**src/rtl/fir_io_pkg.sv**
```systemverilog
// fir_io_pkg: FIR result-framing constants, shared by the GPIO transmitter and the firmware header generator.
package fir_io_pkg;

    typedef enum logic [2:0] {ST_IDLE, ST_START, ST_SEP, ST_DATA, ST_END} tx_state_e;

    localparam logic [15:0] DFLT_START_MARK = 16'hAB40;
    localparam logic [15:0] DFLT_END_MARK   = 16'hAB51;
    localparam logic [15:0] DFLT_SEP_WORD   = 16'hFFFF;
    localparam logic [15:0] SUB_WORD        = 16'hFFFE;

    // A sample equal to the separator would be ambiguous on the bus, so it is nudged down by one.
    function automatic logic [15:0] sub_sample(input logic [15:0] s);
        return (s == 16'hFFFF) ? SUB_WORD : s;
    endfunction

endpackage

```
**src/rtl/fir_checkbits_tx.sv**
```systemverilog
// fir_checkbits_tx: streams FIR samples onto mprj_io[31:16] as a held-word frame
// (start marker, separator/data pairs, end marker) for a polling receiver.
module fir_checkbits_tx
    import fir_io_pkg::*;
#(
    parameter int          TEST_LENGTH = 64,
    parameter int          HOLD_CYCLES = 4,
    parameter logic [15:0] START_MARK  = DFLT_START_MARK,
    parameter logic [15:0] END_MARK    = DFLT_END_MARK,
    parameter logic [15:0] SEP_WORD    = DFLT_SEP_WORD
) (
    input  logic        wb_clk_i,
    input  logic        wb_rst_i,
    input  logic        start,
    input  logic        ss_tvalid,
    input  logic [31:0] ss_tdata,
    input  logic        ss_tlast,
    output logic        ss_tready,
    output logic [15:0] io_out,
    output logic [15:0] io_oeb,
    output logic        busy,
    output logic        sat_flag,
    output logic        len_err
);

    localparam int HW = $clog2(HOLD_CYCLES + 1);
    localparam int CW = $clog2(TEST_LENGTH + 1);
    localparam logic [HW-1:0] HOLD_LAST = HW'(HOLD_CYCLES - 1);
    localparam logic [CW-1:0] LEN       = CW'(TEST_LENGTH);

    tx_state_e     state_q, state_d;
    logic [HW-1:0] hold_q, hold_d;
    logic [CW-1:0] cnt_q, cnt_d;
    logic [15:0]   data_q, data_d;
    logic [15:0]   io_out_q, io_out_d;
    logic [15:0]   oeb_q, oeb_d;
    logic          sat_q, sat_d;
    logic          len_q, len_d;
    logic          hold_done, accept, last_sample;
    logic          unused_hi;

    assign unused_hi   = ^ss_tdata[31:16];
    assign hold_done   = hold_q == HOLD_LAST;
    assign ss_tready   = (state_q == ST_SEP) && hold_done;
    assign accept      = ss_tready && ss_tvalid;
    assign last_sample = (cnt_q + 1'b1) == LEN;

    always_comb begin
        state_d = state_q;
        hold_d  = hold_done ? hold_q : hold_q + 1'b1;
        cnt_d   = cnt_q;
        data_d  = data_q;
        oeb_d   = oeb_q;
        sat_d   = sat_q;
        len_d   = len_q;
        case (state_q)
            ST_IDLE: begin
                if (start) begin
                    state_d = ST_START;
                    oeb_d   = '0;
                end
            end
            ST_START: state_d = hold_done ? ST_SEP : ST_START;
            ST_SEP: begin
                if (accept) begin
                    state_d = ST_DATA;
                    cnt_d   = cnt_q + 1'b1;
                    data_d  = sub_sample(ss_tdata[15:0]);
                    sat_d   = sat_q | (ss_tdata[15:0] == 16'hFFFF);
                    // Early tlast and missing tlast on the final sample are both length errors.
                    len_d   = len_q | (ss_tlast != last_sample);
                end
            end
            ST_DATA: begin
                if (hold_done) state_d = (cnt_q == LEN || len_q) ? ST_END : ST_SEP;
            end
            ST_END: state_d = start ? ST_START : ST_END;
            default: state_d = ST_IDLE;
        endcase
        if (state_d != state_q) hold_d = '0;
        if (state_d == ST_START && state_q != ST_START) begin
            cnt_d = '0;
            sat_d = 1'b0;
            len_d = 1'b0;
        end
        io_out_d = (state_q == ST_START) ? START_MARK :
                   (state_q == ST_SEP)   ? SEP_WORD   :
                   (state_q == ST_DATA)  ? data_q     :
                   (state_q == ST_END)   ? END_MARK   : 16'h0000;
    end

    always_ff @(posedge wb_clk_i or posedge wb_rst_i) begin
        if (wb_rst_i) begin
            state_q  <= ST_IDLE;
            hold_q   <= '0;
            cnt_q    <= '0;
            data_q   <= '0;
            io_out_q <= '0;
            oeb_q    <= 16'hFFFF;
            sat_q    <= 1'b0;
            len_q    <= 1'b0;
        end else begin
            state_q  <= state_d;
            hold_q   <= hold_d;
            cnt_q    <= cnt_d;
            data_q   <= data_d;
            io_out_q <= io_out_d;
            oeb_q    <= oeb_d;
            sat_q    <= sat_d;
            len_q    <= len_d;
        end
    end

    assign io_out   = io_out_q;
    assign io_oeb   = oeb_q;
    assign busy     = !(state_q == ST_IDLE || state_q == ST_END);
    assign sat_flag = sat_q;
    assign len_err  = len_q;

endmodule
```
**config.mk**
```make
export PLATFORM = sky130hd
export DESIGN_NAME = fir_checkbits_tx
export DESIGN_NICKNAME = d
export VERILOG_FILES = /design/src/rtl/fir_io_pkg.sv /design/src/rtl/fir_checkbits_tx.sv
export SDC_FILE = /design/constraint.sdc
export NUM_CORES = 1
export LEC_CHECK = 0
export ABC_AREA = 1
export ABC_CLOCK_PERIOD_IN_PS = 2700
export BUFFER_PORTS_ARGS = -buffer_cell sky130_fd_sc_hd__buf_2
export CORE_ASPECT_RATIO = 0.75
export CORE_MARGIN = 10
export CORE_UTILIZATION = 50
export DETAILED_ROUTE_END_ITERATION = 12
export PLACE_DENSITY = 0.82
export SLEW_MARGIN = 30
export SYNTH_ARGS = -nofsm -noshare
export SYNTH_HDL_FRONTEND = slang
export SYNTH_SLANG_ARGS = --single-unit
export TNS_END_PERCENT = 20
```
**constraint.sdc**
```tcl
create_clock -name wb_clk_i -period 2.7 [get_ports wb_clk_i]
set_clock_uncertainty 0.2 [all_clocks]
set_input_delay 0.27 -clock wb_clk_i [delete_from_list [all_inputs] [get_ports wb_clk_i]]
set_output_delay 0.27 -clock wb_clk_i [all_outputs]
set_load 0.005 [all_outputs]
```
==> results of run 1 <==
layer usage:
layer  global-route usage, %
met1                    15.6
met2                    23.0
met3                    5.60
met4                    3.77
met5                       0
per-stage QoR:
stage | cells | setup WS, ns | utilization, %
after detailed placement | 359 | 0.514 | 55.9
after global placement | 359 | 0.595 | 55.9
after floorplan | 264 | 1.05 | -
after global routing | 376 | 0.329 | 60.0
after CTS | 376 | 0.469 | 60.0
logic make-up after synthesis:
kind of cell	after synthesis	share of synthesized area, %
AO/OA/AOI/OAI	29	6.94
adder cells (fa/ha/maj)	4	2.22
XOR/XNOR	2	0.777
buffers and inverters	55	12.8
multiplexers	1	0.444
AND/OR/NAND/NOR	125	23.5
flip-flops	48	53.3
what timing repair did:
item                       in CTS  in global routing
setup endpoints to repair       0                  0
resized for setup               0                  0
hold buffers                   10                  0
hold endpoints to repair       22                  0
==> reports/results.ini, run 1 <==
[clock_network]
h-tree-depth = 2
clockBufferDepth = 2
post-cts-setup-buffers = 0
cts_made_buffers = 5
cts_root_buf = clkbuf_8
cts.sinks = 48

[place]
gp_congestion = 0.817
placed_cell_area_um2 = 2470
numPortBuffers = 56
dp_hpwl_um = 3890

[global_routing]
grt_max_degree = 36
antenna_found_initial = 0
grt_pass1_wl_um = 8560
grt_pass1_vias = 1827
grt_overflow = 0
grt_util_all_layers_pct = 13.6

[yosys]
ys_ff_latch = 48
syn_avg_cell_area_um2 = 8.54
synthArstFlopShare_pct = 100
yosysMostFrequentCell = nand2_1
synthCells = 264
synth_top_area_cell = dfrtp_1
synth_common_cells = nand2_1 (76), dfrtp_1 (47), inv_1 (32)
yosysWarnings = 0
syn-num-nets = 305
synth_top_area_share_pct = 52.2
synth-edff-count = 0
syn_area_um2 = 2250
synth-main-ff-cell = dfrtp_1
ys_top_cells_by_area = dfrtp_1 (52%), nand2_1 (13%), buf_4 (5.7%)
yosysSeqAreaShare_pct = 53.3
synth_cell_types = 28

[floorplan]
die_y_um = 78.2
pin_count = 73
start_util_pct = 51.1
num_rows = 21
die_x_um = 97.5

[status]
haltStage = detailed routing
firstError = Error: _044_ 2 pin not visited #guides = 85
status = aborted with a tool error

==> run 2, diff against run 1 <==
- CORE_ASPECT_RATIO: 0.75 -> default
- CORE_UTILIZATION: 50 -> 35
- PLACE_DENSITY: 0.82 -> default
- PLACE_DENSITY_LB_ADDON: default -> 0.15
==> run 2 against run 1 <==
  * The run now ends clean
  * Global-route usage decreased by 2.5 points
  * Synthesized cell count unchanged
  * Synthesized area unchanged
==> reports/results.ini, run 2 <==
[status]
status = completed

[clock_network]
cts_made_buffers = 5
ctsResizeCount = 0
clkSlewWorstSetupHoldPaths_ns = 0.09
clkLatencyLatePin_ns = 0.30
clockBufferDepth = 2
cts_tree = done
h-tree-depth = 2
cts_root_buf = clkbuf_8
cts.sinks = 48

[global_routing]
antenna_found_initial = 0
grt_util_all_layers_pct = 11.1
grt_pass1_wl_um = 9030
grt_pass1_vias = 1834
grt_overflow = 0
grt_max_degree = 22

[yosys]
yosysSeqAreaShare_pct = 53.3
synthCells = 264
syn_area_um2 = 2250
syn_avg_cell_area_um2 = 8.54
synth_top_area_cell = dfrtp_1
ys_ff_latch = 48
yosysWarnings = 0
synthArstFlopShare_pct = 100
synth-main-ff-cell = dfrtp_1
synth_cell_types = 28
ys_top_cells_by_area = dfrtp_1 (52%), nand2_1 (13%), buf_4 (5.7%)
yosysMostFrequentCell = nand2_1
synth-edff-count = 0
syn-num-nets = 305
synth_top_area_share_pct = 52.2
synth_common_cells = nand2_1 (76), dfrtp_1 (47), inv_1 (32)

[timing]
rsz0062_at_grt = false
min_period_ns = 2.05
maxSlewViolCount = 0
hold_viol = 0
fin_tns_setup_ns = 0
worst_pin_slew_ns = 0.425
period_share_pct = 76.0
timing.hold.ws_ns = 0.0127
slew_headroom_pct = 71.6
fmax_mhz = 487
setup_viol = 0

[drt]
remaining_drc_errors = 0
viasPerCell = 4.57
drt_iter0_drc = 67
drtPass1Iterations = 4
routed_wl_um = 5270
vias = 1806
post_drt_wl_per_cell_um = 13.3
drtAntennaViolNets = 0

[power_and_ir_drop]
cellPowerDensity_nw_per_um2 = 808
ir_drop_mv = 0.277
p_leak_nw = 1.48

[layout]
insertedDiodeCount = 0
most-common-layout-cells = nand2_1 (76), buf_2 (56), dfrtp_1 (47)
final_common_cell = nand2_1
area_delta_synth_final_pct = 19.0
nFillCells = 651
nNetsFinal = 358
layout-drive-gt1-share_pct = 24.5

[setup_path]
r2r-end = data_q[0]$_DFFE_PP0P_
worstSetupPathType = flop to output port
cp-endpoint = ss_tready
crit_start = hold_q[0]$_DFFE_PP0P_
end_kind = output port
reg2reg_from = hold_q[0]$_DFFE_PP0P_
timing.reg2reg.setup_slack_ns = 0.65
cp_max_fo = 8
crit_arrival_ns = 1.58
reg2reg_depth = 7
crit_required_ns = 2.23
worst_setup_path_start_kind = flop

[floorplan]
num_rows = 29
coreArea_um2 = 6310
die_x_um = 100
dieArea_um2 = 10100
start_util_pct = 35.7
die_y_um = 100
pin_count = 73

[place]
dp_hpwl_um = 4010
numPortBuffers = 56
gp_congestion = 0.777

[run]
maxCapViolCount = 0

[worst_hold_path]
hp-class = primary input to flop

==> run 2: cell counts after synthesis <==
No cell type changed its count.
==> run 2: kinds of logic (layout without fill, tap and decap cells) <==
logic type                 after synthesis  count (layout)  share of synthesized area (%)
xor gates and xnor gates                 2               2                          0.777
muxes                                    1               1                          0.444
adders and majority gates                4               4                           2.22
buffers and inverters                   55             109                           12.8
AOI/OAI and AO/OA                       29              29                           6.94
and+or+nand+nor                        125             125                           23.5
DFF                                     48              48                           53.3
==> run 2: final cells by class <==
class	instances	area (um^2)	area share, %
clock buffer	5	68.8	2.57
clock inverter	3	42.5	1.59
inverter	34	128	4.76
multi-input combinational	161	764	28.5
sequential	48	1200	44.8
tap	77	96.3	3.59
timing repair buffer	67	380	14.2
==> run 2: power by group <==
group | switching (mW) | internal (mW) | total [mW]
registers | 0.0965 | 0.934 | 1.03
logic | 0.371 | 0.246 | 0.617
clock network | 0.247 | 0.274 | 0.521
total | 0.714 | 1.45 | 2.17
==> run 2: critical path, stage by stage, from the launching register on <==
cell and delay [ns]:
dfrtp_1 0.37, ha_1 0.16, ha_1 0.37, inv_1 0.14, nor2_1 0.13, buf_2 0.12
==> run 2: per-stage QoR <==
stage          worst slack [ns]  cell area, um^2  utilization (%)  total power [mW]  instances
5_1_grt                   0.495             2680             42.5              2.35        395
6_report                  0.649             2680             42.5              2.17        395
4_1_cts                   0.612             2680             42.5              2.22        395
3_5_place_dp              0.681             2500             39.6              1.68        380
2_1_floorplan              1.05             2250                -              1.43        264
3_3_place_gp              0.684             2500             39.6              1.67        380
==> run 2: metal layers <==
metal / GRT usage (%) / vias up / share of wire [%]
met4: 3.37 / 0 / 0.61
met5: 0 / - / 0
met2: 17.6 / 47 / 46
met3: 4.60 / 2 / 7.6
li1: - / 914 / -
met1: 13.3 / 843 / 45
==> run 2: worst min path at each step <==
stage | from | end | slack [ns] | cells after the start
2_1_floorplan | start | state_q[2]$_DFF_PP0_ | 0.18 | 1
3_3_place_gp | wb_rst_i | io_out[2]$_DFF_PP0_ | 0.07 | 2
3_5_place_dp | wb_rst_i | io_out[2]$_DFF_PP0_ | 0.07 | 2
4_1_cts | ss_tdata[4] | data_q[4]$_DFFE_PP0P_ | 0.005 | 3
5_1_grt | ss_tdata[10] | data_q[10]$_DFFE_PP0P_ | 0.008 | 3
6_report | ss_tdata[4] | data_q[4]$_DFFE_PP0P_ | 0.01 | 3
==> run 2: repair_timing <==
item,4_1_cts,5_1_grt
endpoints found under the hold margin,21,0
hold buffers,7,0
buffers inserted,0,0
Note: power is estimated with default switching activity, not from simulation.
==> run 3, diff against run 2 <==
- ABC_CLOCK_PERIOD_IN_PS: 2700 -> 2100
- clock period: 2.7 -> 2.1 ns (I/O delays scaled with it)
==> run 3 against run 2 <==
  * Clock power is 40% higher
  * Critical path depth stayed put
  * Core utilization is 1.8 points higher
  * Cell count is 2.3% higher
  * Routed wire length is 3.9% higher
  * Die area stayed put
  * Largest cell class unchanged
  * Highest routed layer unchanged
==> reports/results.ini, run 3 (synthesis gave the netlist of run 2 again) <==
[drt]
highest_layer = met4
dr_wl_met3_um = 408
drtPass1Iterations = 5
routed_wl_um = 5480
post_drt_wl_per_cell_um = 13.6
m1WireLength_um = 2470
viasPerCell = 4.58
drtAntennaViolNets = 0
vias = 1851
remaining_drc_errors = 0
routed-wl-met2_um = 2500
drt_iter0_drc = 88

[status]
status = completed

[layout]
nNetsFinal = 367
insertedDiodeCount = 0
final_common_cell = nand2_1
area_delta_synth_final_pct = 24.1
most-common-layout-cells = nand2_1 (76), buf_2 (56), dfrtp_1 (47)
finalInstanceArea_um2 = 2800
layout-drive-gt1-share_pct = 24.8

[clock_network]
clockBufferDepth = 2
cts.sinks = 48
clkSlewWorstSetupHoldPaths_ns = 0.09
cts_root_buf = clkbuf_8
h-tree-depth = 2
cts_tree = done
clkLatencyLatePin_ns = 0.30
cts_made_buffers = 5

[timing]
maxSlewViolCount = 0
hold_viol = 0
min_period_ns = 1.97
fin_tns_setup_ns = 0
rsz0062_at_grt = false
fmax_mhz = 506
setup_viol = 0
slew_headroom_pct = 71.2
period_share_pct = 94.0
worst_pin_slew_ns = 0.432

[floorplan]
start_util_pct = 35.7
coreArea_um2 = 6310
die_y_um = 100
num_rows = 29
dieArea_um2 = 10100
pin_count = 73
die_x_um = 100

[power_and_ir_drop]
p_leak_nw = 1.52
cellPowerDensity_nw_per_um2 = 1030
ir_drop_mv = 0.379

[setup_path]
crit_start = hold_q[0]$_DFFE_PP0P_
worst_setup_path_start_kind = flop
crit_arrival_ns = 1.56
cp-endpoint = ss_tready
r2r-end = data_q[5]$_DFFE_PP0P_
crit_required_ns = 1.69
cp_max_fo = 8
end_kind = output port
reg2reg_from = hold_q[0]$_DFFE_PP0P_
timing.reg2reg.setup_slack_ns = 0.13
reg2reg_depth = 7
worstSetupPathType = flop to output port

[place]
placed_cell_area_um2 = 2520
numPortBuffers = 56
dp_hpwl_um = 4110
gp_congestion = 0.777

[worst_hold_path]
hp-class = primary input to flop
min_from = ss_tdata[12]

[global_routing]
grt_pass1_wl_um = 9140
grt_util_all_layers_pct = 11.2
grt_overflow = 0
grt_pass1_vias = 1874
grt_max_degree = 32
antenna_found_initial = 0

[run]
maxCapViolCount = 0

-- run 3: how the worst min path moves through the flow --
stage / end / cells past startpoint / slack [ns]
detailed placement: io_out[2]$_DFF_PP0_ / 2 / 0.04
global placement: io_out[2]$_DFF_PP0_ / 2 / 0.04
finish: data_q[12]$_DFFE_PP0P_ / 3 / 0.01
floorplan: state_q[2]$_DFF_PP0_ / 1 / 0.12
CTS: data_q[12]$_DFFE_PP0P_ / 3 / 0.007
global route: data_q[8]$_DFFE_PP0P_ / 3 / 0.03
-- run 3: area by class of cell --
class	count	area [um^2]
fill	661	3510
sequential	48	1200
multi-input combinational	161	764
timing repair buffer	76	478
inverter	34	131
clock buffer	7	96.3
tap	77	96.3
clock inverter	1	30.0
-- run 3: where the power goes --
group          leakage (nW)  internal [mW]  switching, mW  total (mW)
sequential            0.607           1.20          0.127        1.33
clock                0.0645          0.420          0.312       0.732
combinational         0.851          0.328          0.488       0.816
-- run 3: per-layer routing --
layer  global-route usage, %  up-vias
li1                        -      935
met1                    13.4      856
met2                    18.0       53
met3                    4.12        7
met4                    4.13        0
met5                       0        -
-- run 3: timing repair --
action,CTS,global route
endpoints found under the setup margin,0,9
hold buffers,14,0
setup buffers,0,1
gates resized for setup,0,1
hold endpoints to repair,30,0
-- run 3: worst max-delay path: stages, from the launching register on --
cell,delay [ns]
dfrtp_1,0.37
ha_1,0.16
ha_1,0.35
inv_1,0.14
nor2_1,0.12
buf_2,0.12
-- run 3: stage by stage --
| stage | util (%) | hold slack (ns) | instances | setup slack, ns | power (mW) |
|---|---|---|---|---|---|
| final | 44.3 | 0.0143 | 404 | 0.125 | 2.88 |
| after floorplan | - | 0.119 | 264 | 0.449 | 1.84 |
| after global routing | 44.3 | 0.0316 | 404 | 0.00735 | 3.11 |
| after CTS | 44.2 | 0.00723 | 403 | 0.0865 | 2.93 |
| after global placement | 39.9 | 0.0377 | 381 | 0.141 | 2.15 |
| after detailed placement | 39.9 | 0.0406 | 381 | 0.129 | 2.17 |
